File: src/rtl/bp_fe_pkg.sv
// Front-end shared definitions: the BTB write-update record and its macros.
// The record is parameterised by address/tag/index widths, so it is declared
// through a macro inside each user module rather than as a fixed package type.
`ifndef BP_FE_PKG_SV
`define BP_FE_PKG_SV

`define DECLARE_BP_FE_BTB_WR_S(vaddr_width_mp, btb_tag_width_mp, btb_idx_width_mp) \
  typedef struct packed {                          \
    logic                          clr;            \
    logic                          jmp;            \
    logic [btb_tag_width_mp-1:0]   tag;            \
    logic [btb_idx_width_mp-1:0]   idx;            \
    logic [vaddr_width_mp-1:0]     tgt;            \
  } bp_fe_btb_wr_s

`define BP_FE_BTB_WR_WIDTH(vaddr_width_mp, btb_tag_width_mp, btb_idx_width_mp) \
  (bp_fe_pkg::btb_wr_ctrl_width_gp + (btb_tag_width_mp) + (btb_idx_width_mp) + (vaddr_width_mp))

package bp_fe_pkg;

  // Control bits carried with every BTB update: clr and jmp.
  localparam int btb_wr_ctrl_width_gp = 2;

endpackage

`endif

File: src/rtl/bsg_circular_ptr.sv
// Circular pointer over a power-of-two number of slots. Advances by add_i
// each cycle; n_o is the value the pointer takes on the next edge.
module bsg_circular_ptr #(
  parameter int slots_p     = 4,
  parameter int max_add_p   = 1,
  localparam int ptr_width_lp = (slots_p > 1) ? $clog2(slots_p) : 1,
  localparam int add_width_lp = (max_add_p > 0) ? $clog2(max_add_p + 1) : 1
) (
  input  logic                    clk,
  input  logic                    reset_i,
  input  logic [add_width_lp-1:0] add_i,
  output logic [ptr_width_lp-1:0] o,
  output logic [ptr_width_lp-1:0] n_o
);

  logic [ptr_width_lp-1:0] ptr_q;

  // Power-of-two slot count: wrap is plain truncation, and adding slots_p
  // (a full lap) truncates to zero, returning the pointer to itself.
  assign n_o = ptr_q + ptr_width_lp'(add_i);
  assign o   = ptr_q;

  // Pointer register, cleared asynchronously.
  always_ff @(posedge clk or posedge reset_i) begin
    // NOTE: state registers use non-blocking assignment so every flop samples
    // pre-edge values regardless of block evaluation order.
    if (reset_i) ptr_q <= '0;
    else         ptr_q <= n_o;
  end

endmodule

File: src/rtl/bp_fe_btb_wr_queue.sv
// Coalescing write queue in front of the BTB write port. Updates are held in
// a circular FIFO and drained one per cycle while the BTB is ready. A new
// update whose index matches a pending non-head entry overwrites it in place,
// so non-head entries always carry distinct indices. The head is never
// rewritten because it may be on the write port this very cycle.
module bp_fe_btb_wr_queue
  import bp_fe_pkg::*;
#(
  parameter int vaddr_width_p   = 39,
  parameter int btb_tag_width_p = 9,
  parameter int btb_idx_width_p = 6,
  parameter int els_p           = 4,
  localparam int ptr_width_lp   = $clog2(els_p),
  localparam int count_width_lp = $clog2(els_p + 1)
) (
  input  logic                       clk_i,
  input  logic                       reset_i,

  input  logic                       v_i,
  output logic                       ready_o,
  input  logic                       clr_i,
  input  logic                       jmp_i,
  input  logic [btb_tag_width_p-1:0] tag_i,
  input  logic [btb_idx_width_p-1:0] idx_i,
  input  logic [vaddr_width_p-1:0]   tgt_i,

  input  logic                       flush_i,
  input  logic                       btb_ready_i,

  output logic                       w_v_o,
  output logic                       w_clr_o,
  output logic                       w_jmp_o,
  output logic [btb_tag_width_p-1:0] w_tag_o,
  output logic [btb_idx_width_p-1:0] w_idx_o,
  output logic [vaddr_width_p-1:0]   w_tgt_o,

  output logic [count_width_lp-1:0]  count_o
);

  `DECLARE_BP_FE_BTB_WR_S(vaddr_width_p, btb_tag_width_p, btb_idx_width_p);
  localparam int entry_width_lp = `BP_FE_BTB_WR_WIDTH(vaddr_width_p, btb_tag_width_p, btb_idx_width_p);

  logic [ptr_width_lp-1:0]   head_ptr, tail_ptr;
  logic [ptr_width_lp-1:0]   head_ptr_n, tail_ptr_n;
  logic [count_width_lp-1:0] head_add;
  logic [count_width_lp-1:0] count_q, count_d;
  logic [els_p-1:0]          valid_q, valid_d;
  logic [entry_width_lp-1:0] mem_q [els_p];

  bp_fe_btb_wr_s             ent_r [els_p];
  bp_fe_btb_wr_s             head_r, entry_in;
  logic [els_p-1:0]          hit_vec;
  logic [ptr_width_lp-1:0]   hit_idx;
  logic                      nonhead_hit;
  logic                      full, pop, accept, enq_new, coalesce;

  // On flush the head jumps over every pending entry so it meets the tail.
  bsg_circular_ptr #(.slots_p(els_p), .max_add_p(els_p)) head_ptr_inst (
    .clk     (clk_i),
    .reset_i (reset_i),
    .add_i   (head_add),
    .o       (head_ptr),
    .n_o     (head_ptr_n)
  );

  bsg_circular_ptr #(.slots_p(els_p), .max_add_p(1)) tail_ptr_inst (
    .clk     (clk_i),
    .reset_i (reset_i),
    .add_i   (enq_new),
    .o       (tail_ptr),
    .n_o     (tail_ptr_n)
  );

  assign entry_in = '{clr: clr_i, jmp: jmp_i, tag: tag_i, idx: idx_i, tgt: tgt_i};

  // Index CAM over the non-head entries; at most one can match.
  always_comb begin
    // NOTE: every combinational output gets a default first so no path
    // leaves it unassigned and infers a latch.
    hit_vec = '0;
    hit_idx = '0;
    for (int i = 0; i < els_p; i++) begin
      ent_r[i]   = mem_q[i];
      hit_vec[i] = valid_q[i] & (ptr_width_lp'(i) != head_ptr) & (ent_r[i].idx == idx_i);
      if (hit_vec[i]) hit_idx = ptr_width_lp'(i);
    end
  end

  assign nonhead_hit = |hit_vec;
  assign full        = (count_q == count_width_lp'(els_p));

  // Acceptance ignores btb_ready_i: a slot freed by this cycle's drain is
  // not offered until the count reflects it.
  assign ready_o  = ~reset_i & ~flush_i & (~full | nonhead_hit);
  assign accept   = v_i & ready_o;
  assign enq_new  = accept & ~nonhead_hit;
  assign coalesce = accept &  nonhead_hit;

  assign head_r  = ent_r[head_ptr];
  assign pop     = (count_q != '0) & btb_ready_i & ~flush_i;
  assign w_v_o   = pop;
  assign w_clr_o = head_r.clr;
  assign w_jmp_o = head_r.jmp;
  assign w_tag_o = head_r.tag;
  assign w_idx_o = head_r.idx;
  assign w_tgt_o = head_r.tgt;
  assign count_o = count_q;

  assign head_add = flush_i ? count_q : count_width_lp'(pop);

  // Next occupancy and per-entry valid bits.
  always_comb begin
    count_d = count_q;
    valid_d = valid_q;
    if (flush_i) begin
      count_d = '0;
      valid_d = '0;
    end else begin
      count_d = count_q + count_width_lp'(enq_new) - count_width_lp'(pop);
      if (pop)     valid_d[head_ptr] = 1'b0;
      if (enq_new) valid_d[tail_ptr] = 1'b1;
    end
  end

  // Occupancy and valid flops, cleared asynchronously.
  always_ff @(posedge clk_i or posedge reset_i) begin
    if (reset_i) begin
      count_q <= '0;
      valid_q <= '0;
    end else begin
      count_q <= count_d;
      valid_q <= valid_d;
    end
  end

  // Entry payload storage: append at the tail or rewrite the matching entry.
  always_ff @(posedge clk_i) begin
    // NOTE: payload flops carry no reset; the valid bits and count alone
    // decide whether an entry is live, so stale payload is never observed.
    if (enq_new)       mem_q[tail_ptr] <= entry_in;
    else if (coalesce) mem_q[hit_idx]  <= entry_in;
  end

endmodule
File: config.mk
export PLATFORM = sky130hd
export DESIGN_NAME = bp_fe_btb_wr_queue
export DESIGN_NICKNAME = d
export VERILOG_FILES = /design/src/rtl/bp_fe_pkg.sv /design/src/rtl/bsg_circular_ptr.sv /design/src/rtl/bp_fe_btb_wr_queue.sv
export SDC_FILE = /design/constraint.sdc
export NUM_CORES = 1
export LEC_CHECK = 0
export BUFFER_PORTS_ARGS = -buffer_cell sky130_fd_sc_hd__buf_2
export CAP_MARGIN = 20
export CORE_MARGIN = 5
export CORE_UTILIZATION = 61
export DETAILED_ROUTE_END_ITERATION = 10
export PLACE_DENSITY_LB_ADDON = 0.1
export SLEW_MARGIN = 15
export SYNTH_ARGS = -nofsm -noshare
export SYNTH_HDL_FRONTEND = slang
export SYNTH_HIERARCHICAL = 1
export SYNTH_SLANG_ARGS = --single-unit
export TNS_END_PERCENT = 20
File: constraint.sdc
create_clock -name clk_i -period 11.4 [get_ports clk_i]
set_input_delay 1.14 -clock clk_i [delete_from_list [all_inputs] [get_ports clk_i]]
set_output_delay 1.14 -clock clk_i [all_outputs]
set_load 0.05 [all_outputs]
==> results of run 1 <==
[cell type report]
class	instances	share of cell area (%)
sequential	235	66.1
clock inverter	13	1.00
clock buffer	29	5.84
multi-input combinational	139	18.3
tap	184	2.17
timing repair buffer	128	6.21
inverter	11	0.390
[state kept, by name (all words and copies together) (netlist names)]
signal           flops
mem_q              224
tail_ptr_inst/o      2
valid_q              4
head_ptr_inst/o      2
count_o              3
[power by group through the flow]
stage	combinational [uW]	sequential [uW]	clock [uW]
floorplan	780	1060	0
global placement	970	1070	0
global route	1020	1060	772
CTS	979	1050	726
detailed placement	971	1070	0
finish	962	1050	712
[stage by stage]
stage	setup WS, ns	cells	hold slack (ns)	util (%)	cell area (sq um)
detailed placement	7.21	697	0.508	67.9	9870
CTS	7.20	739	0.499	72.9	10600
global route	7.03	739	0.513	72.9	10600
floorplan	2.92	401	0.473	-	9030
finish	7.19	739	0.517	72.9	10600
global placement	7.34	697	0.512	67.9	9870
[worst max path at each step]
stage | to | slack, ns
after floorplan | mem_q[0][0] | 2.92
after global placement | ready_o | 7.34
after detailed placement | ready_o | 7.21
after CTS | ready_o | 7.20
after global routing | ready_o | 7.03
final | ready_o | 7.19
[layer usage]
metal / part of all wire, % / wire length [um] / global-route usage [%]
met1: 40 / 6480 / 26.0
met2: 52 / 8350 / 31.0
met3: 6.9 / 1110 / 5.01
met5: 0 / 0 / 0
met4: 1.7 / 268 / 5.03
==> results by group, run 1 <==
Outcome
  – Outcome: finished clean

Timing
  – Crit path time final: around 4.2 ns
  – Fmax achieved: between 200 and 250 MHz
  – Count of final max-slew check failures: 0
  – Fin Setup TNS: 0 ns
  – Worst slew pin tran: 0.903 ns
  – RSZ-0062 raised after global routing: false
  – Slew headroom: 39.8%
  – Final Hold Viols: 0
  – Final setup viols: 0
  – Final cycle utilization of the critical path: 37.0%
  – Fin Clk Skew: 0.00853 ns

Cells and area
  – Commonest non-fill, non-tap cell in the layout: edfxtp_1
  – Seq. cell area: 7010 sq um
  – Layout area overhead: 17.3%
  – Ratio of cells with drive above 1 in the final layout: 40.7%
  – Diodes inserted: 0
  – Fillers: roughly 890
  – Nets: 605
  – Area of the multi-input gates: 1940 sq um
  – Commonest non-fill, non-tap cells in the layout: 224 x edfxtp_1, 121 x buf_2, 56 x mux4_2, 24 x clkbuf_16, 16 x xnor2_1

Synthesis
  – Synth Warn #: 6
  – Mapped Area: 9030 sq um
  – Synth Instances: between 400 and 500
  – Syn Area/Cell: 22.5 sq um
  – Syn_nets: 467

Global route
  – Total Routing Usage GR: 19.0%
  – Largest net degree at the start of global routing: 57
  – Vias in the first global route: roughly 4,600
  – First-pass GRT wire length: 25,800 um
  – GRT overflow: 0
  – Initial antenna violation count: 0

Setup path
  – CP delay by family, top: simple AND/OR/NAND/NOR gates
  – Reg-to-reg endpoint: count_o[2]
  – Reg2reg start: head_ptr_inst/o[0]
  – Crit-path cells: buf_2 -> xnor2_1 -> nand4_1 -> nor4_2 -> nand4bb_1 -> o21a_1 -> buf_2
  – CP Class: in2out
  – Crit. Startpoint: idx_i[1]
  – Worst Setup End Kind: primary output
  – Worst path required time: 10.26 ns
  – Slowest Stage Delay on Critical Path: around 0.52 ns
  – Arr. time, crit path: 3.07 ns
  – Slowest-stage cell, CP: nor4_2
  – Critical Path Start Type: input port
  – Setup slack on the worst flop-to-flop path: approximately 8 ns
  – CP dominant cell by count: buf_2
  – Worst-path maximum fanout: 8
  – Buf/Inv on CP: 2
  – CP Depth: 7
  – R2R cell count: 12

Clock tree
  – CTS Hold Buffers Added: 0
  – CTS buffer count: 24
  – CTS tree: built
  – Clock transition at path regs: ~0.06 ns
  – Maximum clock insertion buffer count: 3
  – # Post-CTS Setup Buffers: 0
  – Clk_lat worst skew: ~0.5 ns
  – # H-tree levels: 1
  – Root Driver: clkbuf_16
  – Clock tree sinks: 235
  – Cts repair resizes: 0

Pwr
  – Internal: 1720 uW
  – Peak supply drop: between 0.15 and 0.2 mV
  – Power Total: 2730 uW
  – Sw power: 1010 uW
  – Reg power frac: a little under 40%
  – Share of power burned in the clock network: 26.1%
  – Pwr/cell area: 257 nW/um^2
  – Combinational power share: a little over a third
  – Sw frac: between 30% and 40%
  – Leakage: 0.00368 uW

Floorplanning
  – Io pins: 122
  – Die W: 132 um
  – Initial Utilization: 62.2%
  – DIE AREA: ~17,000 sq um
  – Core Region: 14,500 sq um
  – Rows: 44
  – Die extent in y: 132 um

Route
  – DRT Wirelength: 16,200 um
  – Total number of vias: 4,349
  – Post-DRT Antenna Nets: 0
  – DR pass1 iterations: 5
  – DRT iter0 DRCs: approximately 360
  – Average routed wire per standard cell: roughly 22 um
  – Drt drc: 0
  – Vias per cell: 5.88

Placement
  – IO buf count: 121
  – GP Congestion: 0.861
  – Post-DP HPWL: 9480 um

Worst hold path
  – HP Class: in2async

Flow run
  – Max Cap Violations: 0
Note: power is estimated with default switching activity, not from simulation.
==> run 2, diff against run 1 <==
--- a/config.mk
+++ b/config.mk
@@ -8,7 +8,7 @@
 export BUFFER_PORTS_ARGS = -buffer_cell sky130_fd_sc_hd__buf_2
 export CAP_MARGIN = 20
 export CORE_MARGIN = 5
-export CORE_UTILIZATION = 61
+export CORE_UTILIZATION = 57
 export DETAILED_ROUTE_END_ITERATION = 10
 export PLACE_DENSITY_LB_ADDON = 0.1
 export SLEW_MARGIN = 15
==> constraint.sdc (replaced) <==
create_clock -name clk_i -period 4.2 [get_ports clk_i]
set_input_delay 0.42 -clock clk_i [delete_from_list [all_inputs] [get_ports clk_i]]
set_output_delay 0.42 -clock clk_i [all_outputs]
set_load 0.05 [all_outputs]
==> run 2 against run 1 <==
Compared with the run above: worst setup slack worse by 6.2 ns; largest power group unchanged; clock power grew to 2.8 times the previous value; sequential power grew to 2.7 times the previous value; first-iteration DRC count is 37% lower; largest cell class unchanged; clock-buffer cell count is 1 higher; critical path depth is 1 lower; sequential share of layout area is 0.89 points lower.
==> results by group, run 2 (same netlist as run 1, synthesis figures left out) <==
Outcome
  – Outcome: finished clean

Floorplanning
  – Die W: 136 um (+3.2%)
  – Rows: 46 (+4.5%)
  – Die extent in y: 136 um (+3.2%)
  – Initial Utilization: 57.5% (-4.7 points)
  – Io pins: 122 (unchanged)
  – Core Region: 15,700 sq um (+8.1%)
  – DIE AREA: 18,500 sq um (+6.5%)

Clock tree
  – Cts repair resizes: 0 (unchanged)
  – CTS Hold Buffers Added: 1 (+1)
  – Clk_lat worst skew: 0.50 ns (about the same)
  – CTS tree: built
  – # Post-CTS Setup Buffers: 0 (unchanged)
  – Clock tree sinks: 235 (unchanged)
  – # H-tree levels: 1 (unchanged)
  – Clock transition at path regs: 0.06 ns (about the same)
  – Maximum clock insertion buffer count: 3 (unchanged)
  – CTS buffer count: 24 (unchanged)
  – Root Driver: clkbuf_16

Timing
  – Final Hold Viols: 0 (unchanged)
  – Count of final max-slew check failures: 0 (unchanged)
  – Slew headroom: 44.7% (+4.9 points)
  – RSZ-0062 raised after global routing: false
  – Final cycle utilization of the critical path: 76.6%
  – Fmax achieved: between 300 and 400 MHz
  – Fin Clk Skew: 0.0151 ns (+0.00655 ns)
  – Crit path time final: approximately 3.2 ns
  – Final setup viols: 0 (unchanged)
  – Worst slew pin tran: 0.830 ns (-0.0728 ns)

Setup path
  – Worst-path maximum fanout: 14 (+6)
  – Worst Setup End Kind: primary output
  – Worst path required time: 3.78 ns (-6.48 ns)
  – CP Class: reg2out
  – Critical Path Start Type: register
  – Arr. time, crit path: 2.80 ns (-0.27 ns)

Pwr
  – Internal: 4720 uW (+180%)
  – Leakage: 0.00371 uW (+0.90%)
  – Combinational power share: 35.7% (+0.4 points)
  – Sw power: 2750 uW (+170%)
  – Share of power burned in the clock network: 26.3% (+0.2 points)
  – Power Total: 7470 uW (+170%)
  – Pwr/cell area: 695 nW/um^2 (+170%)
  – Reg power frac: 38.0% (-0.6 points)
  – Peak supply drop: 0.445 mV (+160%)
  – Sw frac: 36.8% (-0.29 points)

Global route
  – Initial antenna violation count: 1 (+1)
  – Vias in the first global route: 4,820 (+4.8%)
  – Largest net degree at the start of global routing: 58 (+1.8%)
  – First-pass GRT wire length: 26,300 um (+1.9%)
  – GRT overflow: 0 (unchanged)
  – Total Routing Usage GR: 18.7% (-0.35 points)

Route
  – DRT iter0 DRCs: 227 (-37%)
  – DRT Wirelength: 16,500 um (+1.6%)
  – Average routed wire per standard cell: 21.2 um (-3.2%)
  – DR pass1 iterations: 4 (-1)
  – Drt drc: 0 (unchanged)
  – Post-DRT Antenna Nets: 0 (unchanged)
  – Vias per cell: 5.54 (-5.9%)
  – Total number of vias: 4,298 (-1.2%)

Cells and area
  – Ratio of cells with drive above 1 in the final layout: 41.3% (+0.53 points)
  – Fillers: 1,020 (+15%)
  – Max FFs per register: 224 (unchanged)
  – Commonest non-fill, non-tap cell in the layout: edfxtp_1
  – Diodes inserted: 0 (unchanged)
  – Final Util: 68.4% (-4.6 points)
  – Layout area overhead: 18.9%
  – Nets: 608 (+0.50%)
  – Commonest non-fill, non-tap cells in the layout: 224 x edfxtp_1, 121 x buf_2, 56 x mux4_2, 25 x clkbuf_16, 16 x xnor2_1
  – Largest Register: mem_q

Worst hold path
  – HP Class: in2reg

Flow run
  – Max Cap Violations: 0 (unchanged)

Placement
  – IO buf count: 121 (unchanged)
  – GP Congestion: 0.807 (-6.3%)
  – Post-DP HPWL: 10,000 um (+5.6%)
## run 2: cell count changes in the layout (fill, tap and decap cells not counted), sizes merged
cell	delta
buf	+2
clkinvlp	+2
clkbuf	+1
dlygate4sd3	+1
inv	-1
## run 2: layout make-up
class / count / area (sq um) / share of cell area (%)
Timing Repair Buffer: 131 / 728 / 6.78
Clock inverter: 14 / 96.3 / 0.897
Tap cell: 216 / 270 / 2.52
Inverter: 11 / 41.3 / 0.384
Multi-Input combinational cell: 139 / 1950 / 18.2
Clock buffer: 30 / 644 / 6.00
Sequential cell: 235 / 7010 / 65.2
## run 2: per-stage QoR
step                instance area [sq um]  setup slack (ns)  setup TNS (ns)  std cells  hold WS [ns]
floorplan                            9060            -0.521          -29.18        401         0.161
global placement                     9960             0.985               0        730         0.314
detailed placement                   9960             0.842               0        730         0.316
CTS                                 10700             0.885               0        775         0.107
global route                        10700             0.749               0        776         0.109
finish                              10700             0.984               0        776         0.127
## run 2: worst paths after layout
kind | start | endpoint | slack [ns] | depth (start not counted)
max reg2reg | head_ptr_inst/o[0] | count_o[2] | 1.01 | 12
min in group asynchronous | reset_i | head_ptr_inst/o[0] | 0.37 | 3
min reg2reg | valid_q[1] | valid_q[1] | 0.53 | 2
min | tag_i[8] | mem_q[0][53] | 0.13 | 1
max | head_ptr_inst/o[0] | ready_o | 0.98 | 6
max in group asynchronous | reset_i | valid_q[1] | 3.54 | 3
## run 2: metal layers
| layer | up-vias | wire length [um] | track usage [%] |
|---|---|---|---|
| met5 | - | 13 | 0 |
| met3 | 29 | 1200 | 4.85 |
| met1 | 2202 | 6490 | 24.2 |
| met2 | 113 | 8480 | 31.9 |
| li1 | 1952 | - | - |
| met4 | 2 | 295 | 4.93 |
## run 2: power by group through the flow
stage               sequential, uW  clock [uW]  combinational [uW]
finish                        2840        1970                2660
global route                  2860        2130                2820
CTS                           2840        2010                2680
detailed placement            2890           0                2680
global placement              2880           0                2680
floorplan                     2870           0                2120
## run 2: worst max-delay path: stages (launching register included)
cell and delay [ns]:
dfrtp_4 0.58, inv_1 0.07, o21ai_0 0.11, nor4_1 0.63, nand4bb_1 0.46, o21a_1 0.19
buf_2 0.26
